--- src/rtl/io_pkg.sv ---
// Shared definitions for the board-clock UART word path (tx now, rx later).
// The state encoding is shared so both directions decode the same values.
package io_pkg;

  localparam int CLK_FREQ          = 50_000_000;
  localparam int BAUD              = 115_200;
  localparam int UART_CLKS_PER_BIT = CLK_FREQ / BAUD;
  localparam int WORD_BYTES        = 4;

  typedef enum logic [2:0] {
    IDLE  = 3'd0,
    START = 3'd1,
    DATA  = 3'd2,
    STOP  = 3'd3,
    ACK   = 3'd4
  } uart_state_e;

  // Byte idx of a 32-bit word, byte 0 being the least significant.
  function automatic logic [7:0] word_byte(input logic [31:0] word, input logic [1:0] idx);
    return word[{idx, 3'b000} +: 8];
  endfunction

endpackage

--- src/rtl/uart_baud_gen.sv ---
// Bit-period timer: a one-cycle bit_end_o pulse every CLKS_PER_BIT enabled
// cycles; clr_i realigns the period to the start of a frame.
module uart_baud_gen #(
  parameter int CLKS_PER_BIT = 434
) (
  input  logic clock,
  input  logic n_reset,
  input  logic en_i,
  input  logic clr_i,
  output logic bit_end_o
);

  localparam int CW = (CLKS_PER_BIT > 1) ? $clog2(CLKS_PER_BIT) : 1;
  localparam logic [CW-1:0] LAST = CW'(CLKS_PER_BIT - 1);

  logic [CW-1:0] cnt_q, cnt_d;

  always_comb begin
    cnt_d = cnt_q;
    if (clr_i) begin
      cnt_d = '0;
    end else if (en_i) begin
      cnt_d = (cnt_q == LAST) ? '0 : cnt_q + 1'b1;
    end
  end

  always_ff @(posedge clock) begin
    if (!n_reset) begin
      cnt_q <= '0;
    end else begin
      cnt_q <= cnt_d;
    end
  end

  assign bit_end_o = en_i && (cnt_q == LAST);

endmodule

--- src/rtl/uart_word_tx.sv ---
// Sends one 32-bit word per send/recv handshake as four back-to-back 8N1
// frames, least-significant byte first.
//
// state | meaning
// IDLE  | waiting for send, tx idles high
// START | start bit (tx=0)
// DATA  | eight data bits, LSB first
// STOP  | stop bit; next frame follows directly unless this was the last byte
// ACK   | word done, recv high until send falls
module uart_word_tx #(
  parameter int CLKS_PER_BIT   = io_pkg::UART_CLKS_PER_BIT,
  parameter int BYTES_PER_WORD = io_pkg::WORD_BYTES
) (
  input  logic        clock,
  input  logic        n_reset,
  input  logic        send,
  input  logic [31:0] data,
  output logic        recv,
  output logic        busy,
  output logic        tx
);

  import io_pkg::*;

  localparam logic [1:0] LAST_BYTE = 2'(BYTES_PER_WORD - 1);

  uart_state_e state_q, state_d;
  logic        tx_q, tx_d;
  logic        recv_q, recv_d;
  logic        busy_q, busy_d;
  logic [31:0] word_q, word_d;
  logic [7:0]  shift_q, shift_d;
  logic [2:0]  bit_idx_q, bit_idx_d;
  logic [1:0]  byte_idx_q, byte_idx_d;
  logic        bit_end, baud_en, baud_clr;

  assign baud_en  = (state_q == START) || (state_q == DATA) || (state_q == STOP);
  assign baud_clr = ((state_q == IDLE) && send) ||
                    ((state_q == STOP) && bit_end && (byte_idx_q != LAST_BYTE));

  uart_baud_gen #(
    .CLKS_PER_BIT(CLKS_PER_BIT)
  ) u_baud (
    .clock    (clock),
    .n_reset  (n_reset),
    .en_i     (baud_en),
    .clr_i    (baud_clr),
    .bit_end_o(bit_end)
  );

  always_ff @(posedge clock) begin
    if (!n_reset) begin
      state_q    <= IDLE;
      tx_q       <= 1'b1;
      recv_q     <= 1'b0;
      busy_q     <= 1'b0;
      word_q     <= '0;
      shift_q    <= '0;
      bit_idx_q  <= '0;
      byte_idx_q <= '0;
    end else begin
      state_q    <= state_d;
      tx_q       <= tx_d;
      recv_q     <= recv_d;
      busy_q     <= busy_d;
      word_q     <= word_d;
      shift_q    <= shift_d;
      bit_idx_q  <= bit_idx_d;
      byte_idx_q <= byte_idx_d;
    end
  end

  always_comb begin
    state_d = state_q;
    unique case (state_q)
      IDLE:    if (send) state_d = START;
      START:   if (bit_end) state_d = DATA;
      DATA:    if (bit_end && (bit_idx_q == 3'd7)) state_d = STOP;
      STOP:    if (bit_end) state_d = (byte_idx_q == LAST_BYTE) ? ACK : START;
      ACK:     if (!send) state_d = IDLE;
      default: state_d = IDLE;
    endcase
  end

  // Register next values are computed here so every output comes from a flop.
  always_comb begin
    tx_d       = tx_q;
    recv_d     = recv_q;
    busy_d     = busy_q;
    word_d     = word_q;
    shift_d    = shift_q;
    bit_idx_d  = bit_idx_q;
    byte_idx_d = byte_idx_q;
    unique case (state_q)
      IDLE: begin
        if (send) begin
          word_d     = data;
          shift_d    = word_byte(data, 2'd0);
          tx_d       = 1'b0;
          busy_d     = 1'b1;
          byte_idx_d = '0;
          bit_idx_d  = '0;
        end
      end
      START: begin
        if (bit_end) begin
          bit_idx_d = '0;
          tx_d      = shift_q[0];
        end
      end
      DATA: begin
        if (bit_end) begin
          shift_d   = shift_q >> 1;
          bit_idx_d = bit_idx_q + 3'd1;
          tx_d      = (bit_idx_q == 3'd7) ? 1'b1 : shift_q[1];
        end
      end
      STOP: begin
        if (bit_end) begin
          if (byte_idx_q != LAST_BYTE) begin
            byte_idx_d = byte_idx_q + 2'd1;
            shift_d    = word_byte(word_q, byte_idx_q + 2'd1);
            tx_d       = 1'b0;
          end else begin
            recv_d = 1'b1;
          end
        end
      end
      ACK: begin
        if (!send) begin
          recv_d = 1'b0;
          busy_d = 1'b0;
        end
      end
      default: begin
        tx_d   = 1'b1;
        recv_d = 1'b0;
        busy_d = 1'b0;
      end
    endcase
  end

  assign tx   = tx_q;
  assign recv = recv_q;
  assign busy = busy_q;

endmodule

--- config.mk ---
export PLATFORM = sky130hd
export DESIGN_NAME = uart_word_tx
export DESIGN_NICKNAME = d
export VERILOG_FILES = /design/src/rtl/io_pkg.sv /design/src/rtl/uart_baud_gen.sv /design/src/rtl/uart_word_tx.sv
export SDC_FILE = /design/constraint.sdc
export NUM_CORES = 1
export LEC_CHECK = 0
export BUFFER_PORTS_ARGS = -buffer_cell sky130_fd_sc_hd__buf_4
export CAP_MARGIN = 10
export CORE_AREA = 2 2 57 113
export DETAILED_ROUTE_END_ITERATION = 10
export DIE_AREA = 0 0 59 115
export PLACE_DENSITY = 0.79
export SLEW_MARGIN = 20
export SYNTH_ARGS = -nofsm -noshare
export SYNTH_HDL_FRONTEND = slang
export SYNTH_SLANG_ARGS = --single-unit
--- constraint.sdc ---
create_clock -name clock -period 4.6 [get_ports clock]
set_input_delay 0.46 -clock clock [delete_from_list [all_inputs] [get_ports clock]]
set_output_delay 0.46 -clock clock [all_outputs]
set_load 0.1 [all_outputs]
After elaboration in Yosys (flattened, before gate mapping)
Index checks and enable logic that the tools add are counted.

Output and inout port bits: 3. Word-level logic and storage cells: 90. Register bits: 60. Input bits: 35.

Shift-type cells: 1. Bitwise operators: 4. Reduce and logical (&&, ||, !) cells: 23. $add $sub $neg: 3. Muxes and demuxes: 34. Eq/ne operators: 16.

Operators by type and width (count): 8-bit 2-to-1 mux (4); 32-bit by 6-bit variable part select with 8-bit output (1); 3-bit 2-to-1 mux (9); 8-bit one-hot mux with 3 select lines (1); 3-bit one-hot mux with 5 select lines (1); 2-bit != test (second input constant) (7); 4-bit AND reduction (3); 1-bit 2-to-1 mux (10); 5-bit AND reduction (2); 9-bit by 1-bit adder with 9-bit output (second input constant) (1); 9-bit equality test (second input constant) (1); 9-bit 2-to-1 mux (1); 3-bit one-hot mux with 3 select lines (1); 3-bit by 2-bit equality test with 1-bit output (second input constant) (2); 3-bit equality test (second input constant) (2); 2-bit 2-to-1 mux (3); 1-bit one-hot mux with 3 select lines (2); 6-bit AND reduction (1); 3-bit nonzero test (2); 3-bit OR reduction (2); 1-bit logical AND (5); 1-bit one-hot mux with 5 select lines (1); 2-bit by 1-bit != test with 1-bit output (second input constant) (2); 1-bit inverter (4); other kinds (11) (13).

Longest topological paths before layout
Word-level depth: 8. Mapped depth: 7. Depth with buffers taken out: 6.

Modules after synthesis
A second synthesis with hierarchy kept.

Cells, all modules: 345. Area, all modules: 2866.5 um2.

By module, submodules not included: uart_word_tx (area each 2407.3 um2, sequential area each 1021.0 um2, instances 1, cells each 292); uart_baud_gen (area each 459.2 um2, sequential area each 180.2 um2, instances 1, cells each 53).

Least setup slack after synthesis
No wires, ideal clock.

Path type: flip-flop to flip-flop. Start point: register byte_idx_q[0]. End point: register shift_q[0]. Stages on the path, launching flop included: 7. Path buffers: 1. Period minus slack after synthesis: 1.853 ns. Slack: 2.747 ns. Arrival time: 1.727 ns. Cells stage by stage: dfxtp_1 ha_1 buf_2 mux4_2 a211o_1 o21ai_0 o22ai_1.

Cells in the longest elaborated chain, start to end: 5. Elaborated cells on any way between the ends: 8. Those cells by class: 1 x add/sub; 2 x eq/ne; 1 x shift; 3 x mux; 1 x reduce/logical.

Ends and longest elaborated chain: start: declaration (RTL line uart_word_tx.sv:34) `logic [1:0] byte_idx_q, byte_idx_d;`; start signal: assignment (RTL line uart_word_tx.sv:69) `byte_idx_q <= byte_idx_d;`; 2-bit by 1-bit adder with 2-bit output (RTL line uart_word_tx.sv:122) `shift_d = word_byte(word_q, byte_idx_q + 2'd1);`; 32-bit by 6-bit variable part select with 8-bit output (RTL line io_pkg.sv:20) `return word[{idx, 3'b000} +: 8];`; 8-bit 2-to-1 mux (RTL line uart_word_tx.sv:120) `if (byte_idx_q != LAST_BYTE) begin`; 8-bit 2-to-1 mux (RTL line uart_word_tx.sv:119) `if (bit_end) begin`; 8-bit one-hot mux with 3 select lines (RTL line uart_word_tx.sv:94) `unique case (state_q)`; end signal: assignment (RTL line uart_word_tx.sv:67) `shift_q <= shift_d;`; end: declaration (RTL line uart_word_tx.sv:32) `logic [7:0] shift_q, shift_d;`.

Several ways; a longest one is shown, not always the timed one. The select of a mux whose other input is x is not followed. A chain may end at the register's enable or synchronous reset.

Worst setup path in the final report
Start point: register state_q[0]. End point: register shift_q[2].

Cells in the longest elaborated chain, start to end: 6. Elaborated cells on any way between the ends: 14. Those cells by class: 7 x eq/ne; 1 x mux; 6 x reduce/logical.

Ends and longest elaborated chain: start: declaration (RTL line uart_word_tx.sv:27) `uart_state_e state_q, state_d;`; start signal: assignment (RTL line uart_word_tx.sv:62) `state_q <= state_d;`; 3-bit by 1-bit equality test with 1-bit output / 3-bit by 2-bit equality test with 1-bit output (equally long branches) (RTL line uart_word_tx.sv:37, uart_word_tx.sv:94); 1-bit logical OR (2 in series) (RTL line uart_word_tx.sv:37) `assign baud_en = (state_q == START) || (state_q == DATA) || (state_q == STOP);`; 1-bit logical AND (RTL line uart_baud_gen.sv:35) `assign bit_end_o = en_i && (cnt_q == LAST);`; 2-bit != test (no line); 5-bit AND reduction (no line).

Several ways; a longest one is shown, not always the timed one.

==> results.cfg <==
[layout]
layout_common_cells = nand2_1 (82), dfxtp_1 (60), buf_4 (37)
syn2layout_area_growth_pct = 18.9
layout-drive-gt1-share_pct = 18.5
final_common_cell = nand2_1
nets = 398
fillers = 508
num_antenna_cells = 0
fin_cells = 426

[synth]
ys_seq_area_share_pct = 41.3
synth_nets = 374
synth_ff_type = dfxtp_1
synth_warnings = 0
async_reset_ff_share_pct = 0
synth_cell_type_count = 46
syn_area_um2 = 2910
avgSynthCellArea_um2 = 8.72
synth_edf_count = 0
ys_ff_latch = 60
syn_inst = 334

[placement]
placed_cells = 410
gp_congestion = 0.779
io_buffer_count = 37
dp_hpwl_um = 4330

[timing]
setup_tns_ns = 0
maxSlewViolCount = 0
setup_viol = 0
rsz0062_at_grt = no
finalHoldViolCount = 0
fin_crit_sh_pct = 55.6
skew_ns = 0.00222
min_period_ns = 2.56
fmax_mhz = 391
worst_pin_slew_ns = 0.976
max_slew_margin_pct = 34.9

[cts]
clock_path_buffers = 2
cts_hold_buf = 0
numClockSinks = 60
postCtsSetupRepairBufs = 0
h-tree-depth = 3
cts_tree = yes
cts_resized = 0
numCtsBuffers = 9
clkLatencyLatePin_ns = 0.32
clock-root-buffer = clkbuf_16
cts.clk_slew.worst_paths_ns = 0.05

[detailed_routing]
vias = 2445
drc = 0
detail-route-antenna-nets = 0
avgViaCountPerCell = 5.74
wire_per_inst_um = 14.8
first_pass_iters = 4
drtIter0Drc = 214
drt-total-wl_um = 6300

[min_path]
holdCritPathClass = input port to register

[run_status]
status = finished, final reports clean

[grt]
grt_max_degree = 56
antenna_found_initial = 0
grt_pass1_vias = 2257
grt_usage_pct = 20.1
overflow = 0
grt_pass1_wl_um = 10400

[floorplan]
die_x_um = 59
ioPinCount = 38
fp-row-count = 40
coreArea_um2 = 5910
start_util_pct = 49.3
die_area_um2 = 6790
chipHeight_um = 115

[setup_path]
cp_max_fo = 37
crit_path_end_kind = register
cp.arrival_ns = 2.80
path_buf_inv = 0
cp_cell_sequence = or4b_2, o31ai_4, nand3_1, o22ai_1
path_delay_family = simple AND/OR/NAND/NOR gates
worst-setup-path-type = register to register
crit_path_max_incr_delay_ns = 1.15
cpMaxStageDelayCell = or4b_2
critPathRequiredTime_ns = 4.85
start_kind = register

[power_and_ir_drop]
cellPowerDensity_nw_per_um2 = 384
ir_drop_v = 0.000297
p_leak_nw = 1.31

[run]
maxCapViolCount = 0
-- worst min-delay path: stages --
cell and delay, ns:
buf_4 0.11, nand2_1 0.04, a21boi_0 0.06
-- report_power, final --
part,switching (W),internal (W)
Combinational,0.0000613,0.0000520
Sequential,0.0000179,0.000544
Clock,0.000236,0.000418
-- final timing paths --
| check | startpoint | to | slack, ns | cells past startpoint |
|---|---|---|---|---|
| max | state_q[0] | shift_q[2] | 2.04 | 4 |
| min reg2reg | word_q[5] | word_q[5] | 0.46 | 2 |
| min | data[18] | word_q[18] | 0.39 | 3 |
| max reg2reg | state_q[0] | shift_q[2] | 2.04 | 4 |
-- Yosys cell counts, types with 5 or more instances --
master    instances  area share (%)
a211o_1           7             2.1
a21boi_0         30             7.7
a21boi_1          5             1.3
buf_2             6             1.0
clkbuf_1         14             1.8
dfxtp_1          60              41
ha_1              5             2.1
mux4_2            8             6.2
nand2_1          82              11
nand3_1          12             2.1
nor2_1           17             2.2
nor2b_1           9             1.9
o21ai_0           8             1.4
o22ai_1           7             1.5
xnor2_1           8             2.4
-- registers in the layout (all words and copies together) (netlist names) --
signal	count
shift_q	8
u_baud.cnt_q	9
byte_idx_q	2
state_q	3
bit_idx_q	3
recv	1
tx	1
busy	1
word_q	32
-- layout make-up --
| class | count | area, µm² | area share, % |
|---|---|---|---|
| Clock inverter | 6 | 65.1 | 1.88 |
| Sequential cell | 60 | 1200 | 34.7 |
| Multi-Input combinational cell | 247 | 1600 | 46.2 |
| Timing Repair Buffer | 37 | 278 | 8.02 |
| Inverter | 3 | 11.3 | 0.325 |
| Clock buffer | 10 | 229 | 6.61 |
| Tap cell | 63 | 78.8 | 2.28 |
-- per-stage QoR --
step	power, W	hold slack, ns	instance area [µm²]	utilization (%)	setup WS [ns]
finish	0.00133	0.391	3460	58.6	2.04
global route	0.00138	0.399	3460	58.6	1.84
CTS	0.00133	0.386	3460	58.5	2.02
detailed placement	0.000685	0.450	3160	53.6	2.03
global placement	0.000680	0.440	3160	53.6	2.15
floorplan	0.000646	0.432	2910	-	2.75
-- logic make-up (layout without fill, tap and decap cells) --
| kind of cell | after synthesis | after routing | share of synthesized area, % |
|---|---|---|---|
| AND/OR/NAND/NOR | 149 | 149 | 24.1 |
| AO/OA/AOI/OAI | 72 | 72 | 18.2 |
| flip-flops | 60 | 60 | 41.3 |
| buffers and inverters | 27 | 56 | 4.00 |
| multiplexers | 12 | 12 | 7.61 |
| XOR/XNOR | 9 | 9 | 2.71 |
| adder cells (fa/ha/maj) | 5 | 5 | 2.15 |
-- routing by layer --
layer / global-route usage, % / up-vias / wire [µm]
li1: - / 1211 / -
met1: 26.9 / 1155 / 2730
met2: 31.0 / 72 / 3200
met3: 4.05 / 7 / 279
met4: 8.64 / 0 / 95
met5: 0 / - / 0
Power figures use the tool's default switching activity.
